`src/rtl/des_perm_pkg.sv`:
```
// Shared constants for the DES permutation unit: FIPS 46 IP/FP tables,
// MODE encodings and the table-driven permute helper.
package des_perm_pkg;

  localparam int DATA_W = 64;
  localparam int HALF_W = 32;

  localparam logic [1:0] MODE_IP = 2'b00;
  localparam logic [1:0] MODE_FP = 2'b01;
  localparam logic [1:0] MODE_ID = 2'b10;

  // Entry n holds the 1-based source bit for output bit n.
  typedef int perm_table_t [1:64];

  localparam perm_table_t IP_TABLE = '{
    58, 50, 42, 34, 26, 18, 10, 2,
    60, 52, 44, 36, 28, 20, 12, 4,
    62, 54, 46, 38, 30, 22, 14, 6,
    64, 56, 48, 40, 32, 24, 16, 8,
    57, 49, 41, 33, 25, 17,  9, 1,
    59, 51, 43, 35, 27, 19, 11, 3,
    61, 53, 45, 37, 29, 21, 13, 5,
    63, 55, 47, 39, 31, 23, 15, 7
  };

  localparam perm_table_t FP_TABLE = '{
    40, 8, 48, 16, 56, 24, 64, 32,
    39, 7, 47, 15, 55, 23, 63, 31,
    38, 6, 46, 14, 54, 22, 62, 30,
    37, 5, 45, 13, 53, 21, 61, 29,
    36, 4, 44, 12, 52, 20, 60, 28,
    35, 3, 43, 11, 51, 19, 59, 27,
    34, 2, 42, 10, 50, 18, 58, 26,
    33, 1, 41,  9, 49, 17, 57, 25
  };

  function automatic logic [64:1] permute(input logic [64:1] data,
                                          input perm_table_t tbl);
    logic [64:1] result;
    result = '0;
    for (int n = 1; n <= DATA_W; n++) begin
      result[7'(n)] = data[7'(tbl[7'(n)])];
    end
    return result;
  endfunction

endpackage

```
`src/rtl/des_perm_stage.sv`:
```
// One pipeline slice: valid flag plus data/tag registers, loaded when the
// surrounding chain says this slice may take a new entry.
module des_perm_stage #(
  parameter int TAG_W = 4
) (
  input  logic             clk,
  input  logic             rst,
  input  logic             load,
  input  logic             src_valid,
  input  logic [64:1]      src_data,
  input  logic [TAG_W-1:0] src_tag,
  output logic             valid,
  output logic [64:1]      data,
  output logic [TAG_W-1:0] tag
);

  always_ff @(posedge clk or posedge rst) begin
    if (rst) begin
      valid <= 1'b0;
      data  <= '0;
      tag   <= '0;
    end else if (load) begin
      valid <= src_valid;
      // Payload only moves with a real block so a drained slice keeps its last contents.
      if (src_valid) begin
        data <= src_data;
        tag  <= src_tag;
      end
    end
  end

endmodule

```
`src/rtl/des_permutation_unit.sv`:
```
// Pipelined DES IP/FP/identity permutation with valid/ready flow control.
// Define DES_PERM_TRISTATE_EN to float LEFT/RIGHT/TAG_OUT while OUT_VALID is low.
module des_permutation_unit
  import des_perm_pkg::*;
#(
  parameter int STAGES = 2,
  parameter int TAG_W  = 4
) (
  input  logic             CLK,
  input  logic             RESET,
  input  logic             CHIP_SELECT_BAR,
  input  logic             IN_VALID,
  output logic             IN_READY,
  input  logic [1:0]       MODE,
  input  logic [TAG_W-1:0] TAG_IN,
  input  logic [64:1]      DATA_IN,
  output logic             OUT_VALID,
  input  logic             OUT_READY,
  output logic [32:1]      LEFT,
  output logic [32:1]      RIGHT,
  output logic [TAG_W-1:0] TAG_OUT,
  output logic             BUSY
);

  if (STAGES < 1 || STAGES > 4) begin : g_bad_stages
    $error("des_permutation_unit: STAGES must be in 1..4");
  end
  if (TAG_W < 1) begin : g_bad_tag
    $error("des_permutation_unit: TAG_W must be at least 1");
  end

  // Handshake: a transfer happens on a rising CLK edge where valid and ready
  // are both high; valid never waits on ready, and a held block keeps its
  // payload stable until it transfers.

  logic [STAGES:1]  stage_valid;
  logic [STAGES:1]  stage_load;
  logic [64:1]      stage_data [1:STAGES];
  logic [TAG_W-1:0] stage_tag  [1:STAGES];
  logic [64:1]      permuted;

  always_comb begin
    permuted = DATA_IN;
    case (MODE)
      MODE_IP: permuted = permute(DATA_IN, IP_TABLE);
      MODE_FP: permuted = permute(DATA_IN, FP_TABLE);
      default: permuted = DATA_IN;
    endcase
  end

  // Ready ripples back from the output so a full pipeline still streams.
  always_comb begin
    stage_load = '0;
    stage_load[STAGES] = !stage_valid[STAGES] || OUT_READY;
    for (int k = STAGES - 1; k >= 1; k--) begin
      stage_load[k] = !stage_valid[k] || stage_load[k+1];
    end
  end

  for (genvar g = 1; g <= STAGES; g++) begin : g_stage
    logic             src_valid;
    logic [64:1]      src_data;
    logic [TAG_W-1:0] src_tag;

    if (g == 1) begin : g_head
      assign src_valid = IN_VALID && !CHIP_SELECT_BAR;
      assign src_data  = permuted;
      assign src_tag   = TAG_IN;
    end else begin : g_body
      assign src_valid = stage_valid[g-1];
      assign src_data  = stage_data[g-1];
      assign src_tag   = stage_tag[g-1];
    end

    des_perm_stage #(
      .TAG_W(TAG_W)
    ) u_stage (
      .clk      (CLK),
      .rst      (RESET),
      .load     (stage_load[g]),
      .src_valid(src_valid),
      .src_data (src_data),
      .src_tag  (src_tag),
      .valid    (stage_valid[g]),
      .data     (stage_data[g]),
      .tag      (stage_tag[g])
    );
  end

  assign IN_READY  = !CHIP_SELECT_BAR && stage_load[1];
  assign OUT_VALID = stage_valid[STAGES];
  assign BUSY      = |stage_valid;

`ifdef DES_PERM_TRISTATE_EN
  assign LEFT    = OUT_VALID ? stage_data[STAGES][32:1]  : 'z;
  assign RIGHT   = OUT_VALID ? stage_data[STAGES][64:33] : 'z;
  assign TAG_OUT = OUT_VALID ? stage_tag[STAGES]         : 'z;
`else
  assign LEFT    = stage_data[STAGES][32:1];
  assign RIGHT   = stage_data[STAGES][64:33];
  assign TAG_OUT = stage_tag[STAGES];
`endif

endmodule

```
`config.mk`:
```
export PLATFORM = sky130hd
export DESIGN_NAME = des_permutation_unit
export DESIGN_NICKNAME = d
export VERILOG_FILES = /design/src/rtl/des_perm_pkg.sv /design/src/rtl/des_perm_stage.sv /design/src/rtl/des_permutation_unit.sv
export SDC_FILE = /design/constraint.sdc
export NUM_CORES = 1
export LEC_CHECK = 0
export ABC_AREA = 1
export BUFFER_PORTS_ARGS = -buffer_cell sky130_fd_sc_hd__buf_2
export CAP_MARGIN = 20
export CELL_PAD_IN_SITES_DETAIL_PLACEMENT = 1
export CELL_PAD_IN_SITES_GLOBAL_PLACEMENT = 1
export CORE_MARGIN = 4
export CORE_UTILIZATION = 36
export CTS_CLUSTER_DIAMETER = 100
export DETAILED_ROUTE_END_ITERATION = 12
export PLACE_DENSITY = 0.76
export SLEW_MARGIN = 20
export SYNTH_ARGS = -nofsm -noshare
export SYNTH_HDL_FRONTEND = slang
export SYNTH_HIERARCHICAL = 1
export SYNTH_SLANG_ARGS = --single-unit
```
`constraint.sdc`:
```
create_clock -name CLK -period 1.9 [get_ports CLK]
set_input_delay 0.19 -clock CLK [delete_from_list [all_inputs] [get_ports CLK]]
set_output_delay 0.19 -clock CLK [all_outputs]
set_load 0.05 [all_outputs]
```
# Word-level counts from Yosys, hierarchy flattened
# Cells that the tools add are included.
[op_classes]
n_reduce_logical = 11
n_eq_ne = 1
n_mux = 1
[op_table]
columns = ["operator", "count"]
rows = [
  ["64-bit case mux with 2 select lines", 1],
  ["2-bit AND reduction", 2],
  ["1-bit logical NOT", 3],
  ["2-bit by 1-bit equality test with 1-bit output (second input constant)", 1],
  ["1-bit logical AND", 2],
  ["2-bit logical NOT", 1],
  ["1-bit logical OR", 2],
  ["2-bit OR reduction", 1],
]
[totals]
inputBits = 75
elab_cells = 19
regBits = 138

# Longest topological paths before layout
[depth]
ltp_word = 4
ltp_mapped = 8

# Hierarchy
# Netlist, hierarchy kept.
[modules_own_cells]
columns = ["mod", "seq_area_each_um2", "area_each_um2", "cells_per_inst", "n_inst"]
rows = [
  ["des_perm_stage", 1726.7, 2753.9, 300, 2],
  ["des_permutation_unit", 0.0, 1262.5, 278, 1],
]

# Worst setup path after synthesis
# OpenSTA, ideal clock, no wires.
[synth_timing]
path_kind = "register to register"
startpoint = "reg g_stage[2].u_stage.valid"
endpoint = "reg g_stage[1].u_stage.tag[0]"
stages_incl_launch_ff = 7
setup_time_ns = 0.116
period_less_slack_ns = 1.503
path_slack_ns = 0.397
arrival_time_ns = 1.386
cell_sequence = "dfrtp_1 -> nand3_1 -> buf_4 -> buf_6 -> buf_4 -> nand3_1 -> nand2_1"
[synth_between]
elab_chain_len = 4
[synth_rtl]
columns = ["item", "line", "rtl"]
rows = [
  ["start: declaration", "des_perm_stage.sv:12", "output logic valid,"],
  ["start signal: assignment", "des_perm_stage.sv:23", "valid <= src_valid;"],
  ["1-bit logical NOT", "des_permutation_unit.sv:54", "stage_load[STAGES] = !stage_valid[STAGES] || OUT_READY;"],
  ["1-bit logical OR", "des_permutation_unit.sv:54", ""],
  ["1-bit logical OR", "des_permutation_unit.sv:56", "stage_load[k] = !stage_valid[k] || stage_load[k+1];"],
  ["named net stage_load (one bit)", "des_permutation_unit.sv:37", "logic [STAGES:1] stage_load;"],
  ["2-bit AND reduction (no line)", "-", ""],
  ["end signal: assignment", "des_perm_stage.sv:27", "tag <= src_tag;"],
  ["end: declaration", "des_perm_stage.sv:14", "output logic [TAG_W-1:0] tag"],
]
# The timed path passes the listed nets, and every way through them passes these cells.
# A chain may end at the register's enable or synchronous reset.

# Final worst setup path
[layout_timing]
startpoint = "reg g_stage[2].u_stage.valid"
endpoint = "out IN_READY"
[layout_between]
elab_chain_len = 4
[layout_rtl]
columns = ["item", "line", "rtl"]
rows = [
  ["1-bit logical NOT", "des_permutation_unit.sv:54", ""],
  ["1-bit logical OR", "des_permutation_unit.sv:54", ""],
  ["1-bit logical OR", "des_permutation_unit.sv:56", ""],
  ["named net stage_load (one bit)", "des_permutation_unit.sv:37", ""],
  ["1-bit logical AND", "des_permutation_unit.sv:90", "assign IN_READY = !CHIP_SELECT_BAR && stage_load[1];"],
  ["end: declaration", "des_permutation_unit.sv:13", "output logic IN_READY,"],
]
# The timed path passes the listed nets, and every way through them passes these cells.

==> reports/results.ini <==
[global_route]
global_route.usage.total_pct = 21.8
antenna_found_initial = 1
grt_max_degree = 70
grt_pass1_vias = 6619
grt_overflow_total = 0
grt_pass1_wl_mm = 37.0

[clocking]
cts_tree = built
clk_latency_ps = 420
cts_buffer_depth = 2
cts_root_buffer = clkbuf_16
clock-sinks = 138
cts_buffers = 17
cts_max_level = 4
path_clk_slew_ps = 60

[finish]
fill_cells = 2283
most-common-layout-cells = 395 x nand2_1, 251 x nand3_1, 144 x buf_2, 136 x dfrtp_1, 17 x clkbuf_16
final_cell_area_sq_mm = 0.00829
post-route-util_pct = 45.5
final_nets = 1072
final_common_cell = nand2_1
areaGrowthSynthToFinish_pct = 22.4
drive_above_1_share_pct = 20.5
antennaDiodeCount = 0

[logic_synthesis]
syn-num-nets = 953
avgSynthCellArea_sq_um = 7.71
yosys.area_share.simple_pct = 41.2
synth.top_cell.area_share_pct = 51.0
ys_seq_elements = 138
ys_seq_area_share_pct = 51.0
synth_area_leaders = dfrtp_1 51%, nand2_1 22%, nand3_1 19%
synth_adder_area_share_pct = 0
syn_inst = 878
yosys_warnings = 6
ys_types = 14
muxShareOfSynthArea_pct = 0
synth_top_family_by_area = simple AND/OR/NAND/NOR gates
synth_area_sq_mm = 0.00677
yosys.area.top_type = dfrtp_1
synth-compound-area-share_pct = 0.296
yosys.area_share.xor_xnor_pct = 0

[floorplanning]
coreArea_sq_mm = 0.0182
chipWidth_microns = 145
num_rows = 49
initial_core_util_pct = 37.2
dieArea_sq_mm = 0.0211
dieHeight_microns = 145
ios = 146

[worst_setup_path]
regToRegSetupSlack_ps = 500
cp-end-kind = output pin
r2r_start = g_stage[2].u_stage/valid
arrival_ps = 1590
crit_fanout = 14
startpoint_type = register
ff2ff_path_depth = 5
worstPathRequired_ps = 1710
path_class = reg -> out
r2r-end = g_stage[2].u_stage/data[12]

[power_and_ir_drop]
total_power_mw = 9.73
pwr_density_cell_mw_per_mm2 = 1170
p_leak_nw = 4.57
ir_worst_vdd_v = 0.000616

[min_path]
min_from = TAG_IN[2]
hold_end = g_stage[1].u_stage/tag[2]
hold_class = in -> reg
holdPathStages = 3

[placement]
hpwlAfterDp_mm = 15.5
pre_cts_ws_ps = 415
portBuffers = 145
place.gp.congestion = 0.811
postPlaceCellArea_sq_mm = 0.00764

[sta]
finalSetupViolCount = 0
min_period_over_period_pct = 93.5
fin_ws_ps = 124
setup_tns_ps = 0
rsz0062_at_grt = no
relSlewSlack_pct = 62.5
clock.fmax_mhz = 563
hold_viol = 0
finalMaxSlewViolations = 0
finalCriticalPeriod_ps = 1780
worstMarginPinSlew_ps = 561
skew_ps = 6.28

[outcome]
status = complete, no violations

[job]
cap_violations = 0

[route]
ant_nets = 0
viasPerCell = 5.22
num_vias = 6473
drt-wirelength-per-cell_microns = 18.3
dr.first_iter.drc_count = 552
drt_pass1_iterations = 5
drcViolationCount = 0
routed_wl_mm = 22.6

[critical path, cell delays in order (launching register included)]
cell and delay (ps):
dfrtp_2 470, nand3_4 140, buf_4 220, nand2_1 80, inv_1 70, buf_4 190
[power breakdown]
| group | switching, mW | internal [mW] | total, mW | leakage [nW] |
|---|---|---|---|---|
| combinational | 1.97 | 0.622 | 2.60 | 2.53 |
| sequential | 0.305 | 3.45 | 3.75 | 1.75 |
| clock | 1.26 | 2.13 | 3.39 | 0.288 |
| total | 3.54 | 6.19 | 9.73 | 4.57 |
[registers in the layout, summed over array words and instances (netlist names)]
| signal | flops |
|---|---|
| g_stage.u_stage/valid | 2 |
| g_stage.u_stage/data | 128 |
| g_stage.u_stage/tag | 8 |
[Yosys cell counts (all sizes together)]
library cell	count
nand2	398
clkbuf	4
nand3	252
nor2	2
buf	68
dfrtp	138
inv	11
or2	1
o21ai	4
[repair_timing]
| item | CTS | global route |
|---|---|---|
| buffers inserted | 0 | 1 |
| hold buffers | 4 | 0 |
| gates resized for setup | 1 | 1 |
| setup endpoints to repair | 1 | 1 |
| hold endpoints to repair | 92 | 0 |
| gates cloned | 0 | 0 |
[cell type report]
class / count / area (sq um) / share of cell area (%)
tap: 229 / 287 / 3.46
multi-input combinational: 657 / 2840 / 34.3
sequential: 138 / 3460 / 41.7
clock inverter: 8 / 118 / 1.42
timing repair buffer: 172 / 1070 / 12.9
inverter: 11 / 48.8 / 0.589
clock buffer: 24 / 472 / 5.69
[cells by family (layout without fill, tap and decap cells)]
group | after synthesis | in the layout
and+or+nand+nor | 653 | 653
DFF | 138 | 138
AOI/OAI and AO/OA | 4 | 4
buffers and inverters | 83 | 215
[metrics by stage]
| stage | hold WS, ps | instances |
|---|---|---|
| after floorplan | 323 | 878 |
| after global placement | 315 | 1202 |
| after detailed placement | 313 | 1202 |
| after CTS | 0.589 | 1238 |
| after global routing | 13.6 | 1239 |
| final | 13.2 | 1239 |
[worst max path at each step]
stage / to / cells past startpoint / start / slack, ps
after detailed placement: g_stage[1].u_stage/data[5] / 8 / MODE[1] / 410
after CTS: IN_READY / 5 / g_stage[1].u_stage/valid / 50
after global placement: g_stage[1].u_stage/data[5] / 8 / MODE[1] / 450
final: IN_READY / 5 / g_stage[2].u_stage/valid / 120
after global routing: IN_READY / 5 / g_stage[2].u_stage/valid / 40
after floorplan: g_stage[1].u_stage/tag[0] / 6 / g_stage[2].u_stage/valid / 400
[per-layer routing]
layer	vias to the layer above	global-route usage [%]	wire length, microns
met5	-	0	13
met2	180	34.6	10700
met3	28	5.11	1170
met1	3192	29.8	10300
li1	3071	-	-
met4	2	6.84	417
No activity file was read; power rests on OpenSTA's default activity.
